$ cat src/rtl/alu_pkg.sv
// Shared ALU issue definitions: op encodings, RV32I opcode/funct constants,
// and the issue bundle passed from decode to the execute stage.
package alu_pkg;

  localparam int XLEN = 32;

  typedef enum logic [2:0] {
    ALU_ADD  = 3'b000,
    ALU_SLL  = 3'b001,
    ALU_SLT  = 3'b010,
    ALU_SLTU = 3'b011,
    ALU_XOR  = 3'b100,
    ALU_SR   = 3'b101,
    ALU_OR   = 3'b110,
    ALU_AND  = 3'b111
  } alu_op_t;

  typedef enum logic [1:0] {
    BUF_EMPTY,
    BUF_ONE,
    BUF_TWO
  } buf_state_t;

  localparam logic [6:0] OPC_OP     = 7'b0110011;
  localparam logic [6:0] OPC_OP_IMM = 7'b0010011;
  localparam logic [6:0] OPC_LUI    = 7'b0110111;
  localparam logic [6:0] OPC_AUIPC  = 7'b0010111;
  localparam logic [6:0] OPC_BRANCH = 7'b1100011;

  localparam logic [2:0] F3_ADD  = 3'b000;
  localparam logic [2:0] F3_SLL  = 3'b001;
  localparam logic [2:0] F3_SLT  = 3'b010;
  localparam logic [2:0] F3_SLTU = 3'b011;
  localparam logic [2:0] F3_XOR  = 3'b100;
  localparam logic [2:0] F3_SR   = 3'b101;
  localparam logic [2:0] F3_OR   = 3'b110;
  localparam logic [2:0] F3_AND  = 3'b111;

  localparam logic [2:0] F3_BEQ  = 3'b000;
  localparam logic [2:0] F3_BNE  = 3'b001;
  localparam logic [2:0] F3_BLT  = 3'b100;
  localparam logic [2:0] F3_BGE  = 3'b101;
  localparam logic [2:0] F3_BLTU = 3'b110;
  localparam logic [2:0] F3_BGEU = 3'b111;

  localparam logic [6:0] F7_BASE = 7'b0000000;
  localparam logic [6:0] F7_ALT  = 7'b0100000;

  typedef struct packed {
    alu_op_t         op;
    logic            sign;
    logic            negate;
    logic            add_one;
    logic [XLEN-1:0] a;
    logic [XLEN-1:0] b;
    logic            is_branch;
    logic            invert;
    logic            illegal;
  } alu_issue_t;

endpackage

$ cat src/rtl/alu_issue_stage_if.sv
// Issue-stage handshake bundle: decoded-register beat in, ALU control out.
// master = surrounding pipeline, slave = the issue stage.
interface alu_issue_stage_if #(
  parameter int WIDTH = 32
);
  logic             in_valid;
  logic             in_ready;
  logic [31:0]      in_instr;
  logic [WIDTH-1:0] in_pc;
  logic [WIDTH-1:0] in_rs1_data;
  logic [WIDTH-1:0] in_rs2_data;
  logic             flush;
  logic             out_valid;
  logic             out_ready;
  logic [2:0]       out_alu_op;
  logic             out_alu_sign;
  logic             out_alu_b_negate;
  logic             out_alu_b_add_one;
  logic [WIDTH-1:0] out_a;
  logic [WIDTH-1:0] out_b;
  logic             out_is_branch;
  logic             out_branch_invert;
  logic             out_illegal;

  modport master (
    output in_valid, in_instr, in_pc,
    output in_rs1_data, in_rs2_data,
    output flush, out_ready,
    input  in_ready, out_valid,
    input  out_alu_op, out_alu_sign,
    input  out_alu_b_negate, out_alu_b_add_one,
    input  out_a, out_b,
    input  out_is_branch, out_branch_invert,
    input  out_illegal
  );

  modport slave (
    input  in_valid, in_instr, in_pc,
    input  in_rs1_data, in_rs2_data,
    input  flush, out_ready,
    output in_ready, out_valid,
    output out_alu_op, out_alu_sign,
    output out_alu_b_negate, out_alu_b_add_one,
    output out_a, out_b,
    output out_is_branch, out_branch_invert,
    output out_illegal
  );
endinterface

$ cat src/rtl/alu_skid_buffer.sv
// Output buffer for the issue stage; ALU_ISSUE_SKID_EN selects a 2-entry
// skid buffer with registered ready, otherwise a single output register.
module alu_skid_buffer
  import alu_pkg::*;
#(
  parameter type T = logic [7:0]
) (
  input  logic clk,
  input  logic rst_n,
  input  logic i_flush,
  input  logic i_valid,
  output logic o_ready,
  input  T     i_data,
  output logic o_valid,
  input  logic i_ready,
  output T     o_data
);

`ifdef ALU_ISSUE_SKID_EN
  buf_state_t r_state;
  buf_state_t w_next;
  T           r_main;
  T           r_skid;
  logic       r_ready;
  logic       w_acc;
  logic       w_drain;
  logic       w_ld_main;
  logic       w_ld_skid;
  logic       w_pop;

  assign w_acc   = i_valid & r_ready & ~i_flush;
  assign w_drain = (r_state != BUF_EMPTY) & i_ready;

  always_comb begin
    w_next    = r_state;
    w_ld_main = 1'b0;
    w_ld_skid = 1'b0;
    w_pop     = 1'b0;
    case (r_state)
      BUF_EMPTY: begin
        if (w_acc) begin
          w_next    = BUF_ONE;
          w_ld_main = 1'b1;
        end
      end
      BUF_ONE: begin
        if (w_acc & w_drain) begin
          w_ld_main = 1'b1;
        end else if (w_acc) begin
          w_next    = BUF_TWO;
          w_ld_skid = 1'b1;
        end else if (w_drain) begin
          w_next = BUF_EMPTY;
        end
      end
      BUF_TWO: begin
        if (w_drain) begin
          w_next = BUF_ONE;
          w_pop  = 1'b1;
        end
      end
      default: w_next = BUF_EMPTY;
    endcase
    // flush wins over any accept or drain
    if (i_flush) begin
      w_next    = BUF_EMPTY;
      w_ld_main = 1'b0;
      w_ld_skid = 1'b0;
      w_pop     = 1'b0;
    end
  end

  always_ff @(posedge clk or negedge rst_n) begin
    if (!rst_n) begin
      r_state <= BUF_EMPTY;
      r_ready <= 1'b1;
    end else begin
      r_state <= w_next;
      r_ready <= (w_next != BUF_TWO);
    end
  end

  always_ff @(posedge clk or negedge rst_n) begin
    if (!rst_n) begin
      r_main <= '0;
      r_skid <= '0;
    end else begin
      if (w_ld_main) r_main <= i_data;
      else if (w_pop) r_main <= r_skid;
      if (w_ld_skid) r_skid <= i_data;
    end
  end

  assign o_ready = r_ready;
  assign o_valid = (r_state != BUF_EMPTY);
  assign o_data  = r_main;
`else
  logic r_valid;
  T     r_main;
  logic w_acc;

  assign o_ready = ~r_valid | i_ready;
  assign w_acc   = i_valid & o_ready & ~i_flush;

  always_ff @(posedge clk or negedge rst_n) begin
    if (!rst_n) begin
      r_valid <= 1'b0;
      r_main  <= '0;
    end else begin
      if (i_flush) r_valid <= 1'b0;
      else if (w_acc) r_valid <= 1'b1;
      else if (i_ready) r_valid <= 1'b0;
      if (w_acc) r_main <= i_data;
    end
  end

  assign o_valid = r_valid;
  assign o_data  = r_main;
`endif

endmodule

$ cat src/rtl/alu_issue_stage.sv
// RV32I ALU issue stage: decodes a beat into ALU controls and operands.
// Define ALU_ISSUE_SKID_EN for the 2-entry skid buffer on the output.
module alu_issue_stage
  import alu_pkg::*;
#(
  parameter int WIDTH = XLEN
) (
  input logic clk,
  input logic rst_n,
  alu_issue_stage_if.slave bus
);

  logic [6:0]      w_opc;
  logic [2:0]      w_f3;
  logic [6:0]      w_f7;
  logic [XLEN-1:0] w_rs1;
  logic [XLEN-1:0] w_rs2;
  logic [XLEN-1:0] w_pc;
  logic [XLEN-1:0] w_imm_i;
  logic [XLEN-1:0] w_imm_u;
  logic [XLEN-1:0] w_sh_rs2;
  logic [XLEN-1:0] w_sh_imm;
  logic            w_shift;
  logic            w_is_op;
  logic            w_is_imm;
  logic            w_is_lui;
  logic            w_is_auipc;
  logic            w_is_br;
  logic            w_legal;
  logic            w_unused;
  alu_issue_t      w_d;
  alu_issue_t      w_q;

  assign w_opc    = bus.in_instr[6:0];
  assign w_f3     = bus.in_instr[14:12];
  assign w_f7     = bus.in_instr[31:25];
  assign w_rs1    = XLEN'(bus.in_rs1_data);
  assign w_rs2    = XLEN'(bus.in_rs2_data);
  assign w_pc     = XLEN'(bus.in_pc);
  assign w_imm_i  = {{(XLEN-12){bus.in_instr[31]}}, bus.in_instr[31:20]};
  assign w_imm_u  = {bus.in_instr[31:12], 12'b0};
  assign w_sh_rs2 = XLEN'(bus.in_rs2_data[4:0]);
  assign w_sh_imm = XLEN'(bus.in_instr[24:20]);
  assign w_shift  = (w_f3 == F3_SLL) | (w_f3 == F3_SR);
  assign w_unused = ^bus.in_instr[11:7];

  assign w_is_op    = (w_opc == OPC_OP);
  assign w_is_imm   = (w_opc == OPC_OP_IMM);
  assign w_is_lui   = (w_opc == OPC_LUI);
  assign w_is_auipc = (w_opc == OPC_AUIPC);
  assign w_is_br    = (w_opc == OPC_BRANCH);

  // funct3 of OP/OP-IMM maps straight onto the ALU op encoding
  always_comb begin
    w_d     = '0;
    w_legal = 1'b1;
    unique case (1'b1)
      w_is_op: begin
        w_d.op      = alu_op_t'(w_f3);
        w_d.a       = w_rs1;
        w_d.b       = w_shift ? w_sh_rs2 : w_rs2;
        w_d.sign    = w_f7[5] & (w_f3 == F3_SR);
        w_d.negate  = w_f7[5] & (w_f3 == F3_ADD);
        w_d.add_one = w_f7[5] & (w_f3 == F3_ADD);
        w_legal     = (w_f7 == F7_BASE) |
                      ((w_f7 == F7_ALT) &
                       ((w_f3 == F3_ADD) | (w_f3 == F3_SR)));
      end
      w_is_imm: begin
        w_d.op   = alu_op_t'(w_f3);
        w_d.a    = w_rs1;
        w_d.b    = w_shift ? w_sh_imm : w_imm_i;
        w_d.sign = (w_f3 == F3_SR) & bus.in_instr[30];
        if (w_f3 == F3_SLL)
          w_legal = (w_f7 == F7_BASE);
        else if (w_f3 == F3_SR)
          w_legal = (w_f7 == F7_BASE) | (w_f7 == F7_ALT);
      end
      w_is_lui: begin
        w_d.op = ALU_ADD;
        w_d.b  = w_imm_u;
      end
      w_is_auipc: begin
        w_d.op = ALU_ADD;
        w_d.a  = w_pc;
        w_d.b  = w_imm_u;
      end
      w_is_br: begin
        w_d.a         = w_rs1;
        w_d.b         = w_rs2;
        w_d.is_branch = 1'b1;
        w_d.invert    = w_f3[0];
        case (w_f3)
          F3_BEQ, F3_BNE: begin
            w_d.op      = ALU_ADD;
            w_d.negate  = 1'b1;
            w_d.add_one = 1'b1;
          end
          F3_BLT, F3_BGE:   w_d.op = ALU_SLT;
          F3_BLTU, F3_BGEU: w_d.op = ALU_SLTU;
          default:          w_legal = 1'b0;
        endcase
      end
      default: w_legal = 1'b0;
    endcase
    if (!w_legal) begin
      w_d         = '0;
      w_d.illegal = 1'b1;
    end
  end

  alu_skid_buffer #(
    .T(alu_issue_t)
  ) u_buf (
    .clk     (clk),
    .rst_n   (rst_n),
    .i_flush (bus.flush),
    .i_valid (bus.in_valid),
    .o_ready (bus.in_ready),
    .i_data  (w_d),
    .o_valid (bus.out_valid),
    .i_ready (bus.out_ready),
    .o_data  (w_q)
  );

  assign bus.out_alu_op        = w_q.op;
  assign bus.out_alu_sign      = w_q.sign;
  assign bus.out_alu_b_negate  = w_q.negate;
  assign bus.out_alu_b_add_one = w_q.add_one;
  assign bus.out_a             = WIDTH'(w_q.a);
  assign bus.out_b             = WIDTH'(w_q.b);
  assign bus.out_is_branch     = w_q.is_branch;
  assign bus.out_branch_invert = w_q.invert;
  assign bus.out_illegal       = w_q.illegal;

endmodule

$ cat src/flat_wrapper.sv
// flat-port wrapper written by rule: the top's interface ports become plain ports
module alu_issue_stage_flat import alu_pkg::*;
#(
  parameter int WIDTH = XLEN
)
  (clk, rst_n, bus_in_valid, bus_in_instr, bus_in_pc, bus_in_rs1_data, bus_in_rs2_data, bus_flush, bus_out_ready, bus_in_ready, bus_out_valid, bus_out_alu_op, bus_out_alu_sign, bus_out_alu_b_negate, bus_out_alu_b_add_one, bus_out_a, bus_out_b, bus_out_is_branch, bus_out_branch_invert, bus_out_illegal);
  alu_issue_stage_if #(.WIDTH(WIDTH)) bus_i ();
  input logic clk;
  input logic rst_n;
  input wire logic [$bits(bus_i.in_valid)-1:0] bus_in_valid;
  input wire logic [$bits(bus_i.in_instr)-1:0] bus_in_instr;
  input wire logic [$bits(bus_i.in_pc)-1:0] bus_in_pc;
  input wire logic [$bits(bus_i.in_rs1_data)-1:0] bus_in_rs1_data;
  input wire logic [$bits(bus_i.in_rs2_data)-1:0] bus_in_rs2_data;
  input wire logic [$bits(bus_i.flush)-1:0] bus_flush;
  input wire logic [$bits(bus_i.out_ready)-1:0] bus_out_ready;
  output wire logic [$bits(bus_i.in_ready)-1:0] bus_in_ready;
  output wire logic [$bits(bus_i.out_valid)-1:0] bus_out_valid;
  output wire logic [$bits(bus_i.out_alu_op)-1:0] bus_out_alu_op;
  output wire logic [$bits(bus_i.out_alu_sign)-1:0] bus_out_alu_sign;
  output wire logic [$bits(bus_i.out_alu_b_negate)-1:0] bus_out_alu_b_negate;
  output wire logic [$bits(bus_i.out_alu_b_add_one)-1:0] bus_out_alu_b_add_one;
  output wire logic [$bits(bus_i.out_a)-1:0] bus_out_a;
  output wire logic [$bits(bus_i.out_b)-1:0] bus_out_b;
  output wire logic [$bits(bus_i.out_is_branch)-1:0] bus_out_is_branch;
  output wire logic [$bits(bus_i.out_branch_invert)-1:0] bus_out_branch_invert;
  output wire logic [$bits(bus_i.out_illegal)-1:0] bus_out_illegal;
  assign bus_i.in_valid = bus_in_valid;
  assign bus_i.in_instr = bus_in_instr;
  assign bus_i.in_pc = bus_in_pc;
  assign bus_i.in_rs1_data = bus_in_rs1_data;
  assign bus_i.in_rs2_data = bus_in_rs2_data;
  assign bus_i.flush = bus_flush;
  assign bus_i.out_ready = bus_out_ready;
  assign bus_in_ready = bus_i.in_ready;
  assign bus_out_valid = bus_i.out_valid;
  assign bus_out_alu_op = bus_i.out_alu_op;
  assign bus_out_alu_sign = bus_i.out_alu_sign;
  assign bus_out_alu_b_negate = bus_i.out_alu_b_negate;
  assign bus_out_alu_b_add_one = bus_i.out_alu_b_add_one;
  assign bus_out_a = bus_i.out_a;
  assign bus_out_b = bus_i.out_b;
  assign bus_out_is_branch = bus_i.out_is_branch;
  assign bus_out_branch_invert = bus_i.out_branch_invert;
  assign bus_out_illegal = bus_i.out_illegal;
  alu_issue_stage #(.WIDTH(WIDTH)) u_core (.clk(clk), .rst_n(rst_n), .bus(bus_i));
endmodule
$ cat config.mk
export PLATFORM = sky130hd
export DESIGN_NAME = alu_issue_stage_flat
export DESIGN_NICKNAME = d
export VERILOG_FILES = /design/src/rtl/alu_pkg.sv /design/src/rtl/alu_issue_stage_if.sv /design/src/rtl/alu_skid_buffer.sv /design/src/rtl/alu_issue_stage.sv /design/src/flat_wrapper.sv
export SDC_FILE = /design/constraint.sdc
export NUM_CORES = 1
export LEC_CHECK = 0
export ABC_CLOCK_PERIOD_IN_PS = 2000
export CAP_MARGIN = 30
export CORE_UTILIZATION = 42
export DETAILED_ROUTE_END_ITERATION = 8
export PLACE_DENSITY = 0.8
export SYNTH_ARGS = -nofsm -noshare
export SYNTH_HDL_FRONTEND = slang
export SYNTH_HIERARCHICAL = 1
export SYNTH_SLANG_ARGS = --single-unit
$ cat constraint.sdc
create_clock -name clk -period 2 [get_ports clk]
set_input_delay 0.3 -clock clk [delete_from_list [all_inputs] [get_ports clk]]
set_output_delay 0.3 -clock clk [all_outputs]
set_load 0.02 [all_outputs]
Word-level counts from Yosys, hierarchy flattened
Cells that the tools add are included.

cells by class
  reduce and logical (&&, ||, !) cells = 10
  divide/modulo/power cells = 0
  eq/ne operators = 11
  order comparisons = 0
  muxes and demuxes = 18
  bitwise operators = 12
  multipliers = 0
  shift-type cells = 0
  add/sub/neg operators = 0

operator list
  cell                                                              count
  32-bit case mux with 4 select lines                               1
  73-bit 2-to-1 mux                                                 1
  32-bit 2-to-1 mux                                                 2
  32-bit case mux with 2 select lines                               1
  7-bit by 6-bit == test with 1-bit output (second input constant)  3
  7-bit by 5-bit == test with 1-bit output (second input constant)  2
  3-bit == test (second input constant)                             4
  2-bit OR reduction                                                5
  2-bit case mux with 2 select lines                                2
  7-bit == test (second input constant)                             1
  7-bit logical NOT                                                 1
  1-bit 2-to-1 mux                                                  7
  3-bit case mux with 2 select lines                                1
  6-bit OR reduction                                                1
  1-bit AND                                                         5
  1-bit bitwise OR                                                  5
  2-bit 2-to-1 mux                                                  2
  1-bit case mux with 4 select lines                                1
  3-bit by 1-bit == test with 1-bit output (second input constant)  1
  3-bit logical NOT                                                 1
  3-bit nonzero test                                                1
  3-bit OR reduction                                                1
  1-bit NOT                                                         2

storage, ports and cells
  bits in writable memories = 0
  flip-flop bits (word level) = 74
  bits of input ports = 133
  memories kept = 0
  bits in read-only memories = 0
  bits in latches = 0
  output and inout bits = 75

Logic depth before layout (Yosys ltp)
Gate-level depths: netlist (run 1).

  depth after elaboration = 6
  gate-level depth with buffers = 7
  depth with buffers taken out = 5

Cells and area by module
Netlist (run 1), hierarchy kept.

by module, submodules not included
  module           cells an instance  instances  area an instance (µm²)
  alu_skid_buffer  160                1          3140.5
  alu_issue_stage  241                1          1584.0

Worst setup path after synthesis (run 1)
Ideal clock, no wire load.

  kind = input -> register
  from = in bus_in_instr[25]
  to = reg u_core.u_buf.r_main (netlist bit u_core/u_buf/o_data[0])
  stages = 6
  arrival = 1.893 ns
  setup time = 0.125 ns
  data required time = 1.875 ns
  slack = -0.018 ns
  cells stage by stage = or4_4 o41ai_4 a32oi_4 buf_6 and2_1 mux2_4

RTL lines
  item                  RTL line                source
  from (decl)           flat_wrapper.sv:11      input wire logic [$bits(bus_i.in_instr)-1:0] bus_in_instr;
  to (signal assigned)  alu_skid_buffer.sv:113  if (w_acc) r_main <= i_data;
  to (decl)             alu_skid_buffer.sv:99   T r_main;

==> metrics.cfg, run 1 <==
[outcome]
outcome = completed

[critical_path]
r2r_start = u_core/u_buf/o_valid
cp-startpoint = bus_in_instr[30]
startpoint_type = input port
critPathSlowestCell = clkdlybuf4s50_1
cp_slowest_stage_delay_ns = 0.53
required_ns = 2.22
worstPathCellList = clkdlybuf4s50_1 > nor2b_1 > o41ai_4 > a32oi_4 > buf_4 > buf_12 > a22oi_1 > mux2_4
cp_data_arrival_time_ns = 2.17
crit_type = in2reg
cp-end-kind = flip-flop
cp_max_fo = 17

[floorplanning]
die_w_microns = 108
rows = 38
io_pins = 208
dieHeight_microns = 108
dieArea_sq_um = 11700
start_util_pct = 43.4
core_area_sq_um = 10900

[yosys]
synth_compound_area_share_pct = 22.7
synth-edff-count = 0
synth_xor_area_share_pct = 0.185
ys_seq_area_share_pct = 39.2
yosys.area_share.adder_pct = 0
async_reset_ff_share_pct = 100
synth_warnings = 6
syn_nets = 534
synthSimpleGateAreaFrac_pct = 7.47
synth_top_family_by_area = multiplexers
synthMuxAreaShare_pct = 23.0
syn_area_sq_um = 4720
syn_area_per_cell_sq_um = 11.8
netlist_instances = 401
synth_ff_type = dfrtp_1
synth-seq-cells = 74
ys_types = 37

[layout]
multi_input_area_sq_um = 2650
syn_to_final_growth_pct = 63.0
layout-drive-gt1-share_pct = 30.0
seqCellArea_sq_um = 1850
antenna_cells = 0
fillers = 813
finalNetCount = 771

[place]
gp_congestion = 0.888
detailed_place_hpwl_microns = 11100
io_buffers = 202
post-place-ws_ns = -0.607

[global_routing]
grt_max_degree = 41
gr-total-overflow = 0
antenna_found_initial = 0
grt_pass1_wl_microns = 23700
grt_use_total_pct = 26.5
grt_pass1_vias = 4503

[sta]
post-route-min-period_ns = 1.95
post-route-period-util_pct = 97.3
max_freq_mhz = 514
hold_viol = 0
fin_ws_ns = 0.0538
tns_ns = 0
slew_headroom_pct = 69.5
slew_violations = 0
grt_setup_unrepaired = no
setup_violations = 0
tightest_slew_ns = 0.458
clock_skew_ns = 0.00600

[clocking]
clk_pin_slew_ns = 0.08
clock_path_buffers = 2
cts_buffers = 9
cts.sinks = 74
htree_num_levels = 3
clock_latency_ns = 0.34
root_buffer = clkbuf_8
cts_tree = yes

[drt]
vias = 4352
drtAntennaViolNets = 0
drtIter0Drc = 274
post_drt_wl_per_cell_microns = 19.4
first_pass_iters = 4
drcViolationCount = 0
drt_wl_total_microns = 15200
post_drt_via_cell_ratio = 5.56

[pwr]
ir_drop_v = 0.000376
fin_total_pwr_uw = 3570
p_leak_uw = 0.00305
p_per_area_nw_per_um2 = 463

[run]
drv_cap = 0

[worst_hold_path]
hp-class = in2async

==> stage by stage <==
stage	instances	cell area, sq um	hold slack [ns]	util (%)
floorplan	401	4720	0.00441	-
global placement	757	7160	0.276	65.8
detailed placement	757	7160	0.284	65.8
CTS	781	7570	0.455	69.6
global route	783	7700	0.475	70.7
finish	783	7700	0.446	70.7
==> cells by family after synthesis <==
family	Yosys count
AOI/OAI and AO/OA	141
DFF	74
muxes	73
and+or+nand+nor	66
buffers and inverters	46
xor gates and xnor gates	1
==> state kept, by name, indices dropped and copies added, names as in the netlist <==
signal / flops
u_core/u_buf/o_data: 73
u_core/u_buf/o_valid: 1
==> worst max-delay path, delay by kind of cell <==
kind	cells	cell delay (ns)
buf+inv	3	0.89
compound gates	3	0.46
mux	1	0.27
simple gates	1	0.24
==> cell usage after synthesis (2+ instances only) <==
library cell	instances	area share, %
dfrtp_1	74	39
mux2_4	70	22
a22oi_1	53	8.4
nand2_1	35	2.8
o21ai_0	34	3.6
a32oi_1	32	5.9
clkbuf_1	25	2.0
a21oi_1	12	1.3
buf_12	8	3.4
nor2_1	8	0.64
buf_6	6	1.4
a211oi_2	5	1.3
nor3_1	4	0.42
buf_2	3	0.32
inv_1	3	0.24
mux2_1	3	0.71
nand2b_1	3	0.40
and2_1	2	0.26
nand3_1	2	0.21
nand3b_1	2	0.32
==> timing repair <==
action,in CTS,in global routing
gates cloned,2,0
hold endpoints to repair,34,0
buffers inserted,5,2
resized for setup,17,35
hold buffers,1,0
endpoints found under the setup margin,71,67
pin swaps,4,7
==> report_power, final <==
group	internal, uW	switching (uW)	total (uW)	leakage [uW]
clock network	894	579	1470	0.000129
logic	353	241	594	0.00189
registers	1500	1.92	1500	0.00103
total	2740	822	3570	0.00305
==> final timing paths <==
path                                            to  slack [ns]  cells after the start
max reg2reg                u_core/u_buf/o_data[37]        0.43                      5
min                        u_core/u_buf/o_data[39]        0.45                      2
max in group asynchronous   u_core/u_buf/o_data[9]        0.97                      3
max                        u_core/u_buf/o_data[49]        0.05                      8
min reg2reg                u_core/u_buf/o_data[61]        0.51                      1
min in group clk           u_core/u_buf/o_data[61]        0.51                      1
==> layout make-up <==
cell class	instances	share of cell area, %
Clock buffer	11	1.97
Clock inverter	5	1.30
Inverter	3	0.146
Multi-Input combinational cell	281	34.4
Sequential cell	74	24.1
Tap cell	140	2.28
Timing Repair Buffer	269	35.9
==> metal layers <==
metal / share of wire, % / global-route usage, %
met5: 0 / 0
met4: 2.0 / 8.71
met1: 42 / 33.1
met3: 6.8 / 5.97
met2: 50 / 44.9
==> cells in the final DEF (no fill, tap or decap), drive strengths merged, types with 2 or more instances in the layout <==
cell type,instances
dlymetal6s2s,2
dlygate4sd2,2
nor2,9
bufinv,3
nand2b,3
inv,3
and2,2
a211oi,5
clkbuf,14
nand3b,2
nor3,4
mux2,73
nor2b,2
o21ai,35
clkinv,2
a32oi,33
buf,67
nor4,2
a22oi,53
a21oi,12
dfrtp,74
nand3,2
nand2,35
clkdlybuf4s50,193
Note: power is estimated with default switching activity, not from simulation.
==> run 2, diff against run 1 <==
- GPL_TIMING_DRIVEN: not set -> 0
- RECOVER_POWER: not set -> 100
- REMOVE_ABC_BUFFERS: not set -> 1
==> run 2 against run 1 <==
- cell area down 2.8%
- critical endpoint is now u_core/u_buf/o_data[0]
- worst setup slack worse by 0.030 ns
- via count up 1.5%
- sequential power about the same
- routed wire length up 2.8%
- critical path depth unchanged
- maximum frequency down 1.5%
- clock-buffer cell count up 3
- first-iteration DRC count up 8.0%
- critical path type unchanged
==> metrics.cfg, run 2 (synthesis results as in run 1) <==
[drt]
post_drt_via_cell_ratio = 5.82  ; +4.7%
post_drt_wl_per_cell_microns = 20.6  ; +6.1%
drtAntennaViolNets = 0  ; unchanged
drtIter0Drc = 296  ; +8.0%
vias = 4416  ; +1.5%
drcViolationCount = 0  ; unchanged
drt_wl_total_microns = 15600  ; +2.8%
first_pass_iters = 5  ; +1

[floorplanning]
dieArea_sq_um = 11700  ; unchanged
dieHeight_microns = 108  ; unchanged
rows = 38  ; unchanged
start_util_pct = 43.4  ; unchanged
io_pins = 208  ; unchanged
core_area_sq_um = 10900  ; unchanged
die_w_microns = 108  ; unchanged

[critical_path]
critical_path_depth = 8  ; unchanged
startpoint_type = input port
cp-end-kind = flip-flop
worstPathCellList = clkbuf_2 > or4_4 > o41ai_4 > a32oi_4 > clkbuf_16 > buf_16 > and2_1 > mux2_4
endpoint = u_core/u_buf/o_data[0]
crit_type = in2reg
reg2reg_depth = 6  ; +1
r2r-end = u_core/u_buf/o_data[1]
critPathSlowestCell = or4_4
required_ns = 2.24  ; +0.02 ns
cp_data_arrival_time_ns = 2.21  ; +0.04 ns
cp_max_fo = 9  ; -8
cp_num_buf_inv = 3  ; unchanged
cp_slowest_stage_delay_ns = 0.58  ; +0.05 ns
crit_family = simple AND/OR/NAND/NOR gates
r2r_setup_slack_ns = 0.05  ; -0.38 ns
r2r_start = u_core/u_buf/o_valid
cp-startpoint = bus_in_instr[27]

[sta]
slew_violations = 0  ; unchanged
post-route-min-period_ns = 1.98  ; +0.0297 ns
tns_ns = 0  ; unchanged
hold_viol = 0  ; unchanged
tightest_slew_ns = 0.991  ; +0.533 ns
setup_violations = 0  ; unchanged
slew_headroom_pct = 33.9  ; -36 points
post-route-period-util_pct = 98.8  ; +1.5 points
clock_skew_ns = 0.00536  ; -0.000643 ns
max_freq_mhz = 506  ; -1.5%
whs_ns = 0.299  ; -0.146 ns

[clocking]
clk_pin_slew_ns = 0.07  ; about the same
clock_latency_ns = 0.36  ; +0.02 ns
clock_path_buffers = 2  ; unchanged
htree_num_levels = 3  ; unchanged
cts_tree = yes
root_buffer = clkbuf_8
cts_buffers = 9  ; unchanged
cts.sinks = 74  ; unchanged

[layout]
antenna_cells = 0  ; unchanged
layout_commonest_cell = clkdlybuf4s50_1
fin_cells = 759  ; -3.1%
syn_to_final_growth_pct = 58.4
finalNetCount = 749  ; -2.9%
largest_register_ffs = 73  ; unchanged
layout_common_cells = clkdlybuf4s50_1 (112), dlygate4sd3_1 (76), dfrtp_1 (74)
fillers = 810  ; -0.37%
layout-drive-gt1-share_pct = 27.8  ; -2.2 points

[outcome]
outcome = completed

[global_routing]
grt_pass1_wl_microns = 22500  ; -5.2%
gr-total-overflow = 0  ; unchanged
grt_pass1_vias = 4403  ; -2.2%
grt_max_degree = 72  ; +76%
antenna_found_initial = 0  ; unchanged
grt_use_total_pct = 25.0  ; -1.4 points

[pwr]
p_per_area_nw_per_um2 = 407  ; -12%
ir_drop_v = 0.000253  ; -33%
p_leak_uw = 0.00319  ; +4.6%

[place]
detailed_place_hpwl_microns = 10300  ; -6.7%
dp.cells = 718  ; -5.2%
io_buffers = 202  ; unchanged
gp_congestion = 0.783  ; -12%

[worst_hold_path]
hp-class = in2async

[run]
drv_cap = 0  ; unchanged

[run 2: cell types whose count changed in the layout (fill, tap and decap cells not counted), sizes merged]
cell,delta
clkinv,-2
bufinv,-3
buf,-32
inv,-1
clkbuf,+14
dlymetal6s2s,+1
bufbuf,+1
clkdlybuf4s50,-81
dlygate4sd2,+3
clkinvlp,+1
dlygate4sd3,+75
[run 2: how the worst min path moves through the flow]
stage,to,from
final,u_core/u_buf/o_data[63],rst_n
after global routing,u_core/u_buf/o_data[63],rst_n
after CTS,u_core/u_buf/o_valid,rst_n
after floorplan,u_core/u_buf/o_data[0],rst_n
after global placement,u_core/u_buf/o_data[62],u_core/u_buf/o_data[62]
after detailed placement,u_core/u_buf/o_data[63],rst_n
[run 2: cell type report]
class	instances	area, sq um	share of cell area (%)
repair buffers	247	2600	34.7
clock buffers	14	153	2.04
inverters	3	15.0	0.201
multi-input cells	281	2690	36.0
flip-flops and latches	74	1850	24.7
well taps	140	175	2.34
[run 2: per-stage QoR]
stage | total power (uW) | worst slack [ns] | cell area [sq um] | util, %
after global placement | 2030 | -4.23 | 6580 | 60.4
after detailed placement | 2070 | -1.78 | 6950 | 63.9
final | 3050 | 0.0241 | 7480 | 68.7
after global routing | 3170 | -0.0156 | 7480 | 68.7
after CTS | 3080 | -0.0283 | 7390 | 67.8
after floorplan | 1690 | -1.99 | 4380 | -
[run 2: power breakdown]
| group | switching [uW] | leakage, uW | internal [uW] | total (uW) |
|---|---|---|---|---|
| Sequential | 1.65 | 0.00103 | 1500 | 1500 |
| Clock | 520 | 0.0000766 | 474 | 993 |
| Combinational | 236 | 0.00208 | 320 | 556 |
[run 2: timing repair]
| item | in CTS | in global routing |
|---|---|---|
| setup endpoints to repair | 73 | 58 |
| hold buffers | 1 | 0 |
| cloned | 1 | 4 |
| hold endpoints to repair | 3 | 0 |
| buffers inserted | 15 | 6 |
| pin swaps | 11 | 7 |
| gates resized for setup | 42 | 25 |
[run 2: routing by layer]
metal	vias up	share of wire (%)	global-route usage [%]
met1	2193	40	29.4
li1	1970	-	-
met5	-	0	0
met4	0	2.1	8.71
met3	28	7.7	6.57
met2	225	50	43.9
